File: src/rtl/uart_pkg.sv
// rtl/uart_pkg.sv - shared types and constants for the UART message sequencer
package uart_pkg;

   localparam int UART_DATA_W = 8;

   typedef enum logic [1:0] {
      IDLE,
      PULSE,
      WAIT_RFN,
      GAP
   } seq_state_t;

   localparam logic [UART_DATA_W-1:0] ASCII_D = 8'h44;
   localparam logic [UART_DATA_W-1:0] ASCII_O = 8'h4F;
   localparam logic [UART_DATA_W-1:0] ASCII_M = 8'h4D;
   localparam logic [UART_DATA_W-1:0] ASCII_I = 8'h69;

endpackage

File: src/rtl/tx_en_stretch.sv
// rtl/tx_en_stretch.sv - fixed-width active-low enable pulse generator
module tx_en_stretch #(
   parameter int PULSE_CYCLES = 2
) (
   input  logic clk,
   input  logic i_rst,
   input  logic i_fire,
   output logic o_nEN,
   output logic o_last
);

   localparam int CNT_W = (PULSE_CYCLES > 1) ? $clog2(PULSE_CYCLES) : 1;
   localparam logic [CNT_W-1:0] CNT_LAST = CNT_W'(PULSE_CYCLES - 1);

   logic             r_nEN;
   logic [CNT_W-1:0] r_cnt;

   // final low cycle of the pulse; the FSM uses it to pick its next state
   assign o_last = !r_nEN && (r_cnt == CNT_LAST);
   assign o_nEN  = r_nEN;

   // start the pulse on fire, count low cycles, release after the last one
   always_ff @(posedge clk) begin
      if (i_rst) begin
         r_nEN <= 1'b1;
         r_cnt <= '0;
      end else if (i_fire) begin
         r_nEN <= 1'b0;
         r_cnt <= '0;
      end else if (!r_nEN) begin
         if (o_last) begin
            r_nEN <= 1'b1;
         end else begin
            r_cnt <= r_cnt + 1'b1;
         end
      end
   end

endmodule

File: src/rtl/uart_tx_msg_seq.sv
// rtl/uart_tx_msg_seq.sv - feeds a fixed string byte by byte into a UART transmitter
module uart_tx_msg_seq
   import uart_pkg::*;
#(
   parameter int                       MSG_LEN      = 3,
   parameter logic [8*MSG_LEN-1:0]     MSG          = "DOM",
   parameter int                       PULSE_CYCLES = 2,
   parameter int                       REPEAT       = 1,
   parameter int                       GAP_CYCLES   = 0,
   parameter int                       AUTO_START   = 1
) (
   input  logic                   clk,
   input  logic                   i_rst,
   input  logic                   i_start,
   input  logic                   i_RFN,
   output logic [UART_DATA_W-1:0] o_data,
   output logic                   o_nTx_EN,
   output logic                   o_busy,
   output logic                   o_done
);

   localparam int IDX_W = (MSG_LEN > 1) ? $clog2(MSG_LEN) : 1;
   localparam int GAP_W = (GAP_CYCLES > 1) ? $clog2(GAP_CYCLES) : 1;
   localparam logic [IDX_W-1:0] IDX_LAST = IDX_W'(MSG_LEN - 1);
   localparam logic [GAP_W-1:0] GAP_LAST = GAP_W'((GAP_CYCLES > 0) ? GAP_CYCLES - 1 : 0);

   seq_state_t             r_state;
   seq_state_t             w_state_nxt;
   logic [IDX_W-1:0]       r_idx;
   logic [IDX_W-1:0]       w_idx_nxt;
   logic [GAP_W-1:0]       r_gap_cnt;
   logic [UART_DATA_W-1:0] r_data;
   logic                   r_done;
   logic                   w_load;
   logic                   w_done_nxt;
   logic                   w_gap_clr;
   logic                   w_last;
   logic                   w_idx_is_last;

   // byte k is the k-th character from the left of the packed string
   function automatic logic [UART_DATA_W-1:0] msg_byte(input logic [IDX_W-1:0] k);
      msg_byte = '0;
      for (int i = 0; i < MSG_LEN; i++) begin
         if (k == IDX_W'(i)) msg_byte = MSG[8*(MSG_LEN-i)-1 -: 8];
      end
   endfunction

   assign w_idx_is_last = (r_idx == IDX_LAST);

   tx_en_stretch #(
      .PULSE_CYCLES(PULSE_CYCLES)
   ) u_stretch (
      .clk    (clk),
      .i_rst  (i_rst),
      .i_fire (w_load),
      .o_nEN  (o_nTx_EN),
      .o_last (w_last)
   );

   // next state: every byte load also fires the enable pulse
   always_comb begin
      w_state_nxt = r_state;
      w_idx_nxt   = r_idx;
      w_load      = 1'b0;
      w_done_nxt  = 1'b0;
      w_gap_clr   = 1'b0;
      case (r_state)
         IDLE: begin
            if (i_start || (AUTO_START != 0)) begin
               w_idx_nxt   = '0;
               w_load      = 1'b1;
               w_state_nxt = PULSE;
            end
         end
         PULSE: begin
            if (w_last) begin
               w_state_nxt = WAIT_RFN;
               if (w_idx_is_last) begin
                  w_done_nxt = 1'b1;
                  if (REPEAT == 0) w_state_nxt = IDLE;
               end
            end
         end
         WAIT_RFN: begin
            if (i_RFN) begin
               if (!w_idx_is_last) begin
                  w_idx_nxt   = r_idx + 1'b1;
                  w_load      = 1'b1;
                  w_state_nxt = PULSE;
               end else if (GAP_CYCLES > 0) begin
                  w_gap_clr   = 1'b1;
                  w_state_nxt = GAP;
               end else begin
                  w_idx_nxt   = '0;
                  w_load      = 1'b1;
                  w_state_nxt = PULSE;
               end
            end
         end
         GAP: begin
            if (r_gap_cnt == GAP_LAST) begin
               w_idx_nxt   = '0;
               w_load      = 1'b1;
               w_state_nxt = PULSE;
            end
         end
         default: w_state_nxt = IDLE;
      endcase
   end

   // state, index, data, done and gap counter registers
   always_ff @(posedge clk) begin
      if (i_rst) begin
         r_state   <= IDLE;
         r_idx     <= '0;
         r_data    <= '0;
         r_done    <= 1'b0;
         r_gap_cnt <= '0;
      end else begin
         r_state <= w_state_nxt;
         r_idx   <= w_idx_nxt;
         r_done  <= w_done_nxt;
         if (w_load) r_data <= msg_byte(w_idx_nxt);
         if (w_gap_clr) begin
            r_gap_cnt <= '0;
         end else if (r_state == GAP && r_gap_cnt != GAP_LAST) begin
            r_gap_cnt <= r_gap_cnt + 1'b1;
         end
      end
   end

   assign o_data = r_data;
   assign o_busy = (r_state != IDLE);
   assign o_done = r_done;

endmodule

File: config.mk
export PLATFORM = sky130hd
export DESIGN_NAME = uart_tx_msg_seq
export DESIGN_NICKNAME = d
export VERILOG_FILES = /design/src/rtl/uart_pkg.sv /design/src/rtl/tx_en_stretch.sv /design/src/rtl/uart_tx_msg_seq.sv
export SDC_FILE = /design/constraint.sdc
export NUM_CORES = 1
export LEC_CHECK = 0
export ABC_CLOCK_PERIOD_IN_PS = 2900
export CORE_AREA = 4 4 41 43
export DETAILED_ROUTE_END_ITERATION = 10
export DIE_AREA = 0 0 45 47
export GPL_TIMING_DRIVEN = 0
export PLACE_DENSITY = 0.69
export SYNTH_ARGS = -nofsm -noshare
export SYNTH_HDL_FRONTEND = slang
export SYNTH_SLANG_ARGS = --single-unit
File: constraint.sdc
create_clock -name clk -period 2.9 [get_ports clk]
set_input_delay 0.725 -clock clk [delete_from_list [all_inputs] [get_ports clk]]
set_output_delay 0.725 -clock clk [all_outputs]
set_load 0.03 [all_outputs]
# Word level (Yosys, flattened, before mapping)
# Index checks and enable logic that the tools add are counted.
# totals
reg_bits	16
elab_cells	50
inputBits	4
# op_classes
n_bitwise	3
n_addsub	3
n_eq_ne	9
muxes	18
n_reduce_logical	10
# op_table
cell	count
$mux W8	2
$mux W2	6
$eq A2 B2 Y1 const B	4
$pmux W2 S4	1
$mux W7	1
$mux W1	6
$pmux W2 S3	1
$eq A2 B1 Y1 const B	2
$logic_not A2 Y1	2
$ne A2 B2 Y1 const B	2
$not A1 Y1	3
$pmux W1 S3	1
$reduce_and A3 Y1	1
$reduce_or A3 Y1	1
$add A1 B1 Y1 const B	2
$add A2 B1 Y2 const B	1
$logic_and A1 B1 Y1	2
$ne A2 B1 Y1 const B	1
$reduce_and A2 Y1	1
$reduce_bool A2 Y1	1
$reduce_or A2 Y1	1
$logic_not A1 Y1	1

# Longest topological paths before layout
# depth
word_depth	8
ltp_mapped	7

# Hierarchy
# From an unflattened synthesis, not the netlist that was laid out.
# unflattened
hier_cells	63
hier_area_um2	576.8
# by_module_without_submodules
mod	area_per_inst_um2	instances	cells_per_inst	seq_area_each_um2
uart_tx_msg_seq	505.5	1	56	180.2
tx_en_stretch	71.3	1	7	40.0

# Least setup slack after synthesis
# Ideal clock, no wire load.
# synth_path
kind	in2reg
start	input i_RFN
end	register r_data[3], in the netlist o_data[3]
setup_time_ns	0.119
required_time_ns	2.781
arrival_time_ns	1.500
cell_stages	6
path_slack_ns	1.281
n_path_buf	0
path_cell_list	and3b_1 o21ai_0 nand2_1 ha_1 nand2b_1 mux2i_1
# synth_between
elab_chain_len	5
word_cells_on_any_way	8
cone_classes	eq/ne: 2; mux: 6
# synth_lines
element	line	text
start, declared	uart_tx_msg_seq.sv:15	input logic i_RFN,
$mux W2	uart_tx_msg_seq.sv:85	if (i_RFN) begin
$pmux W2 S3	uart_tx_msg_seq.sv:67	case (r_state)
$eq A2 B1 Y1	uart_tx_msg_seq.sv:44	if (k == IDX_W'(i)) msg_byte = MSG[8*(MSG_LEN-i)-1 -: 8];
$mux W8 (2 in a row)	uart_tx_msg_seq.sv:44	
end signal, assigned	uart_tx_msg_seq.sv:123	if (w_load) r_data <= msg_byte(w_idx_nxt);
end, declared	uart_tx_msg_seq.sv:32	logic [UART_DATA_W-1:0] r_data;
# Parallel ways exist; a longest one is shown, timed or not.
# A chain may end at the register's enable or synchronous reset.

# Worst setup path after layout
# layout_path
start	register r_state[0]
end	output o_busy
# layout_between
elab_chain_len	1
# layout_lines
element	line	text
start, declared	uart_tx_msg_seq.sv:27	seq_state_t r_state;
start signal, assigned	uart_tx_msg_seq.sv:120	r_state <= w_state_nxt;
$reduce_bool A2 Y1	uart_tx_msg_seq.sv:133	assign o_busy = (r_state != IDLE);
end, declared	uart_tx_msg_seq.sv:18	output logic o_busy,
# Every way passes these cells.

==> run_results.csv <==
group,metric,value,unit
timing,tns,0,ps
detailed_routing,wl_per_cell,10.6,µm
critical_path,critPathRequiredTime,2170,ps
final_layout,multi_input_comb_area,275,µm²
timing,slew_violations,0,
clock_network,worstSkewPairLatency,260,ps
grt,grt_max_degree,11,
yosys,synth_edf_count,0,
yosys,ys.flop_type,"dfxtp_1",
timing,clock_skew,1.01,ps
final_layout,most-common-layout-cells,"dfxtp_1, clkdlybuf4s50_1, nor2b_1",
worst_hold_path,hold_path_class,"reg -> reg",
final_layout,area_growth_syn_to_layout,28.2,%
final_layout,final_nets,82,
clock_network,cts_made_buffers,3,
timing,post-route-period-util,0.799,
detailed_routing,postRouteAntennaNets,0,
critical_path,critical_path_class,"reg -> out",
floorplan,die_w,45,µm
yosys,synthCells,60,
final_layout,mostFrequentLayoutCell,"dfxtp_1",
power,power.density,485,nW/µm²
yosys,synth.avg_cell_area,9.03,µm²
detailed_routing,first_iter_violations,4,
timing,hold_viol_final,0,
clock_network,clkSlewWorstSetupHoldPaths,70,ps
yosys,synth_area,542,µm²
detailed_routing,firstDrtPassIters,2,
place,dpl_worst_slack,553,ps
place,gp_congestion,0.663,
final_layout,final_layout_size_suffix_gt1_frac,0.184,
timing,period_minus_slack,2320,ps
final_layout,seqCellArea,220,µm²
clock_network,cts_root_buf,"clkbuf_4",
grt,antenna_found_initial,0,
floorplan,row_count,13,
detailed_routing,finalWirelength,963,µm
final_layout,nFillCells,125,
clock_network,hold_buffers,0,
timing,fin_ws,583,ps
yosys,synth_seq_area_share,0.406,
critical_path,worstPathMaxFanout,10,
timing,fmax,432,MHz
yosys,yosysUniqueCellTypes,28,
place,port_buffers,10,
floorplan,die_h,47,µm
clock_network,post_cts_buffers,0,
clock_network,cts.path.max_buffers,2,
timing,grt_setup_unrepaired,"false",
floorplan,initial_core_util,0.416,
yosys,synthArstFlopShare,0,
grt,track_usage,0.106,
critical_path,end_kind,"output port",
clock_network,tritoncts,"built",
floorplan,ios,15,
detailed_routing,route.vias.total,430,
grt,grt_pass1_vias,394,
power,power,336,µW
run_status,status,"finished clean",
detailed_routing,drcViolationCount,0,
timing,setup_viol,0,
clock_network,htreeDepth,1,
clock_network,cts_sinks,11,
floorplan,die_area,2120,µm²
detailed_routing,vias_per_cell,4.73,
power,power_leakage,0.000297,µW
job,cap_violations,0,
critical_path,crit_path_start_kind,"register",
power,peakVddDrop,205,µV
clock_network,post_cts_resized,0,
final_layout,diodes,0,
place,dp_hpwl,722,µm
timing,worst_hold_slack,432,ps
yosys,ys_ff_latch,11,
grt,grt_pass1_wl,1580,µm
yosys,yosysWarnings,0,
grt,grt-ovfl-total,0,
critical_path,arrival,1590,ps
floorplan,core,1300,µm²
-- critical path, stage by stage (launching register included) --
cell and delay (ps):
dfxtp_1 300, buf_2 160, or2_2 280, clkdlybuf4s50_1 590
-- flip-flops by register name, summed over array words and instances (netlist names) --
register / cells
o_data: 3
r_idx: 2
r_state: 2
o_done: 1
r_gap_cnt: 1
u_stretch.o_nEN: 1
u_stretch.r_cnt: 1
-- report_power, final --
group / switching, µW / internal (µW)
clock network: 51.4 / 53.2
logic: 37.3 / 32.1
registers: 5.03 / 158
total: 93.7 / 243
-- synthesized netlist by cell type (2+ instances only) --
cell / n / area (µm²)
nor2_1: 3 / 11.3
buf_4: 5 / 37.5
nor3_1: 2 / 10.0
nand2_1: 2 / 7.51
o21ai_0: 2 / 10.0
inv_1: 2 / 7.51
nor3b_1: 2 / 15.0
dfxtp_1: 11 / 220
a21oi_1: 3 / 15.0
nand2b_1: 3 / 18.8
nor2b_1: 7 / 43.8
nand3_1: 2 / 10.0
-- cell families after synthesis --
group           count (synthesis)  synth area share
other cells                     1           0.00692
simple gates                   26             0.293
mux                             2            0.0462
buf+inv                         9            0.0993
fa+ha+maj                       1            0.0231
compound gates                 10             0.125
flops                          11             0.406
-- routing by layer --
layer	up-vias	track usage	part of all wire
li1	229	-	-
met1	192	0.122	0.51
met2	7	0.169	0.44
met3	2	0.0115	0.034
met4	0	0.105	0.020
met5	-	0	0
-- area by class of cell --
cell class	instances	share of cell area
Clock buffer	4	0.0378
Inverter	2	0.0108
Multi-Input combinational cell	42	0.396
Tap cell	15	0.0270
Buffer	7	0.0667
Timing Repair Buffer	10	0.144
Sequential cell	11	0.317
-- through the flow --
step,area [µm²],instances,utilization
after detailed placement,668,87,0.513
after CTS,694,91,0.534
after global placement,668,87,0.513
after global routing,694,91,0.534
after floorplan,549,62,-
final,694,91,0.534
-- final timing paths --
| kind | endpoint | from | slack [ps] | cells past startpoint |
|---|---|---|---|---|
| max reg2reg | o_data[2] | r_state[1] | 1350 | 6 |
| min | r_gap_cnt | r_gap_cnt | 430 | 2 |
| min reg2reg | r_gap_cnt | r_gap_cnt | 430 | 2 |
| max | o_busy | r_state[0] | 580 | 3 |
No activity file was read; power rests on OpenSTA's default activity.
==> variant 1: new RTL, config.mk and constraints unchanged <==
Change the parameter `MSG_LEN` from 3 to 5.
--- a/src/rtl/uart_tx_msg_seq.sv
+++ b/src/rtl/uart_tx_msg_seq.sv
@@ -2,7 +2,7 @@
 module uart_tx_msg_seq
    import uart_pkg::*;
 #(
-   parameter int                       MSG_LEN      = 3,
+   parameter int                       MSG_LEN      = 5,
    parameter logic [8*MSG_LEN-1:0]     MSG          = "DOM",
    parameter int                       PULSE_CYCLES = 2,
    parameter int                       REPEAT       = 1,
Behaviour: not the same (Yosys sat finds a counterexample within 4 cycles, from zero or initial values and one cycle with i_rst high).
==> variant 1 against the unedited design <==
- power up 1.7%
- worst hold slack worse by 0.0019 ns
- wire length up 17%
- design area up 6.8%
- synthesized area up 9.5%
- fmax up 2.9%
- sequential cell count up 1
- setup slack better by 0.064 ns
- critical path depth down 1
- clock skew up 0.0072 ns
- critical endpoint unchanged
- largest power group unchanged
- highest routed layer unchanged
==> variant 1: results (changes against the unedited design) <==
| Metric | Value |
|---|---|
| Maximum fanout along the worst path | `8 (-2)` |
| Fill count | `126 (+0.80%)` |
| Reg-to-reg startpoint | `r_idx[1]` |
| Average wire per standard cell | `11.7 µm (+11%)` |
| Total global routing track utilization | `0.125 (+0.0185)` |
| Clock-cell share of area | `0.0304 (-0.00748)` |
| Routability cong. | `0.792 (+20%)` |
| Worst clock skew | `0.00823 ns (+0.00722 ns)` |
| Final nets | `89 (+8.5%)` |
| R2R Setup Slk | `1.04 ns (-0.31 ns)` |
| DRC marker count from the first detailed-route iteration | `17 (+13)` |
| Multi-input gate share of total cell area | `0.400 (+0.00327)` |
| Worst Setup SP | `r_state[1]` |
| CP arrival | `1.53 ns (-0.06 ns)` |
| Status | `finished, final reports clean` |
| Synth top area cells | `dfxtp_1, buf_4, nor2_1` |
| Post-synth top cells | `dfxtp_1, nor2_1, buf_4, inv_1` |
| Area Growth Syn to Fin | `25.1%` |
| Root buffer cell | `clkbuf_4` |
| Multi-input logic area | `297 µm² (+7.7%)` |
| Post-synthesis cell type count | `30 (+7.1%)` |
| Leak | `0.283 nW (-4.9%)` |
| Detail Placement HPWL | `805 µm (+11%)` |
| Vias/cell | `5.09 (+7.8%)` |
| Post-Synth Adder-Cell Area | `0.0422 (+0.0191)` |
| Worst-path cell with the longest stage delay | `clkdlybuf4s50_1` |
| First-pass GRT wire length | `1880 µm (+19%)` |
| Layout clock buffer count | `3 (-1)` |
| Multiplexer share of the synthesized area | `0.0190 (-0.0272)` |
| Peak VDD IR | `0.264 mV (+29%)` |
| First-pass detailed-route iteration total | `4 (+2)` |
| Nonclk inv count | `4 (+2)` |
| XOR/XNOR Fraction of Synth Area | `0 (unchanged)` |
| FF/Latch Area | `240 µm² (+9.1%)` |
| H-tree depth | `1 (unchanged)` |
| Seq cells | `12 (+1)` |
| Multi-input gates | `45 (+7.1%)` |
| Register area share after synthesis | `0.405 (-0.00140)` |
| Placed cell area | `719 µm² (+7.7%)` |
| Min Hold Slack | `0.431 ns (-0.00192 ns)` |
| Compound-cell area share of the yosys netlist | `0.152 (+0.0272)` |
| Vias in the first global route | `443 (+12%)` |
| Non-clk buf share | `0.201 (-0.0101)` |
| Crit-path max cell delay | `0.66 ns (+0.07 ns)` |
| Layout cell share with drive strength beyond 1 | `0.123 (-0.0608)` |
-- variant 1: cell types whose count changed in the layout (fill, tap and decap cells not counted), sizes merged, moves of 2 or more --
cell / before / now
nor2: 3 / 7
a311oi: 1 / 3
nor2b: 7 / 1
inv: 2 / 4
nand3: 2 / 0
-- variant 1: power by group --
group / switching, W / internal (W) / total (W)
Clock: 0.0000509 / 0.0000479 / 0.0000988
Combinational: 0.0000380 / 0.0000287 / 0.0000667
Sequential: 0.00000545 / 0.000171 / 0.000177
Total: 0.0000943 / 0.000248 / 0.000342
-- variant 1: routing by layer --
layer,part of all wire,wire length [µm],vias up,GRT usage
li1,-,-,255,-
met1,0.47,532,209,0.159
met2,0.44,497,23,0.181
met3,0.076,85,2,0.0460
met4,0.0089,10,0,0.0702
met5,0,0,-,0
-- variant 1: stage by stage --
step | cells | worst slack [ns]
6_report | 96 | 0.647
5_1_grt | 96 | 0.593
4_1_cts | 96 | 0.645
3_5_place_dp | 93 | 0.487
3_3_place_gp | 93 | 0.486
2_1_floorplan | 68 | 1.20
==> variant 2: new RTL, same settings <==
Without the edit above. The 4 states of `seq_state_t` get a Gray code encoding in 2 bits.
--- a/src/rtl/uart_pkg.sv
+++ b/src/rtl/uart_pkg.sv
@@ -4,10 +4,10 @@
    localparam int UART_DATA_W = 8;
 
    typedef enum logic [1:0] {
-      IDLE,
-      PULSE,
-      WAIT_RFN,
-      GAP
+      IDLE     = 2'b00,
+      PULSE    = 2'b01,
+      WAIT_RFN = 2'b11,
+      GAP      = 2'b10
    } seq_state_t;
 
    localparam logic [UART_DATA_W-1:0] ASCII_D = 8'h44;
Formal check against the unedited RTL: same outputs for any inputs over 10 cycles, from zero or initial values and one cycle with i_rst high; not proved beyond that.
==> variant 2 against the unedited design <==
- core utilization down 1.2 points
- worst hold slack better by 0.053 ns
- die area is the same
- largest power group unchanged
- setup slack better by 0.054 ns
- power decreased by 10%
- design area is 2.2% lower
- sequential cell count unchanged
- combinational power is 39% lower
- synthesized area is 2.8% lower
- final cell count fell by 2.2%
- critical path depth unchanged
- wire length is 5.5% lower
- critical endpoint unchanged
==> variant 2: results (changes against the unedited design) <==
| Metric | Value |
|---|---|
| Status | `finished, final reports clean` |
| Peak VDD IR | `0.344 mV (+68%)` |
| Max_cap viols | `0 (unchanged)` |
| Max FFs per register | `3 (unchanged)` |
| Leak | `0.275 nW (-7.4%)` |
| H-tree depth | `1 (unchanged)` |
| Final nets | `80 (-2.4%)` |
| First-pass detailed-route iteration total | `3 (+1)` |
| First-pass GRT wire length | `1550 µm (-2.2%)` |
| Synthesized instance count | `58 (-3.3%)` |
| Total global routing track utilization | `0.103 (-0.00301)` |
| Post-synthesis cell type count | `30 (+7.1%)` |
| Setup Fix Bufs, Post-CTS | `0 (unchanged)` |
| Layout cell share with drive strength beyond 1 | `0.176 (-0.00853)` |
| Post_cts resized | `0 (unchanged)` |
| Worst Hold Class | `flip-flop to flip-flop` |
| I/O Buffers | `10 (unchanged)` |
| Fill count | `138 (+10%)` |
| Dpl cells | `85 (-2.3%)` |
| Post-synth ARST share | `0 (unchanged)` |
| Yosys warnings | `0 (unchanged)` |
| Clock Pin Slew Worst Setup and Hold Paths | `0.07 ns (about the same)` |
| Detail Placement HPWL | `712 µm (-1.4%)` |
| Worst skew pair latency | `0.27 ns` |
| Non-filler cells, final | `89 (-2.2%)` |
| Maximum fanout along the worst path | `10 (unchanged)` |
| CTS buffer count | `3 (unchanged)` |
| DRT Wirelength | `910 µm (-5.5%)` |
| CTS max path bufs | `2 (unchanged)` |
| Via count | `427 (-0.70%)` |
| Routability cong. | `0.702 (+6.0%)` |
| Initial antenna violation count | `0 (unchanged)` |
| Vias in the first global route | `374 (-5.1%)` |
| Synth top area cells | `dfxtp_1, buf_4, nor2b_1` |
| Root buffer cell | `clkbuf_4` |
| CP arrival | `1.54 ns (-0.05 ns)` |
| Register area share after synthesis | `0.418 (+0.0116)` |
| Worst clock skew | `0.00682 ns (+0.00581 ns)` |
| # setup viols final | `0 (unchanged)` |
| Number of diodes | `0 (unchanged)` |
| Post-synth top cells | `dfxtp_1, buf_4, nand3_1, nor2b_1` |
| Largest net degree at the start of global routing | `11 (unchanged)` |
| DRC marker count from the first detailed-route iteration | `9 (+5)` |
## variant 2: layout make-up
class / instances / area (µm²) / share of cell area
Multi-Input combinational cell: 42 / 268 / 0.394
Clock buffer: 4 / 26.3 / 0.0387
Timing Repair Buffer: 10 / 100 / 0.147
Sequential cell: 11 / 220 / 0.324
Tap cell: 15 / 18.8 / 0.0276
Buffer: 7 / 46.3 / 0.0681
## variant 2: kinds of logic after synthesis
family,synth area share
simple gates,0.306
compound gates,0.157
flops,0.418
buf+inv,0.0879
fa+ha+maj,0.0237
other cells,0.00712
## variant 2: where the power goes
part           switching (W)  leakage (nW)  internal (W)  total [W]
logic              0.0000235         0.171     0.0000188  0.0000424
registers         0.00000339        0.0898      0.000155   0.000158
clock network      0.0000481        0.0150     0.0000532   0.000101
total              0.0000751         0.275      0.000227   0.000302
## variant 2: per-layer routing
layer / GRT usage / part of all wire
met5: 0 / 0
met3: 0.0460 / 0.041
met2: 0.141 / 0.45
met4: 0.0702 / 0.021
met1: 0.129 / 0.49
## variant 2: final timing paths
path         startpoint        end  slack (ns)  cells past startpoint
max reg2reg  r_state[0]  o_data[3]        1.28                      6
min           o_data[1]  o_data[1]        0.49                      2
min reg2reg   o_data[1]  o_data[1]        0.49                      2
max          r_state[1]     o_busy        0.64                      3
## variant 2: metrics by stage
step           setup slack (ns)   util  power [W]  instance area [µm²]
2_1_floorplan              1.09      -   0.000190                  534
3_3_place_gp              0.462  0.502   0.000204                  653
3_5_place_dp              0.460  0.502   0.000204                  653
4_1_cts                   0.623  0.522   0.000307                  679
5_1_grt                   0.581  0.522   0.000316                  679
6_report                  0.636  0.522   0.000302                  679
## variant 2: critical path: stages (launching register included)
cell             delay, ns
dfxtp_1               0.29
buf_2                 0.16
or2_1                 0.23
clkdlybuf4s50_1       0.59
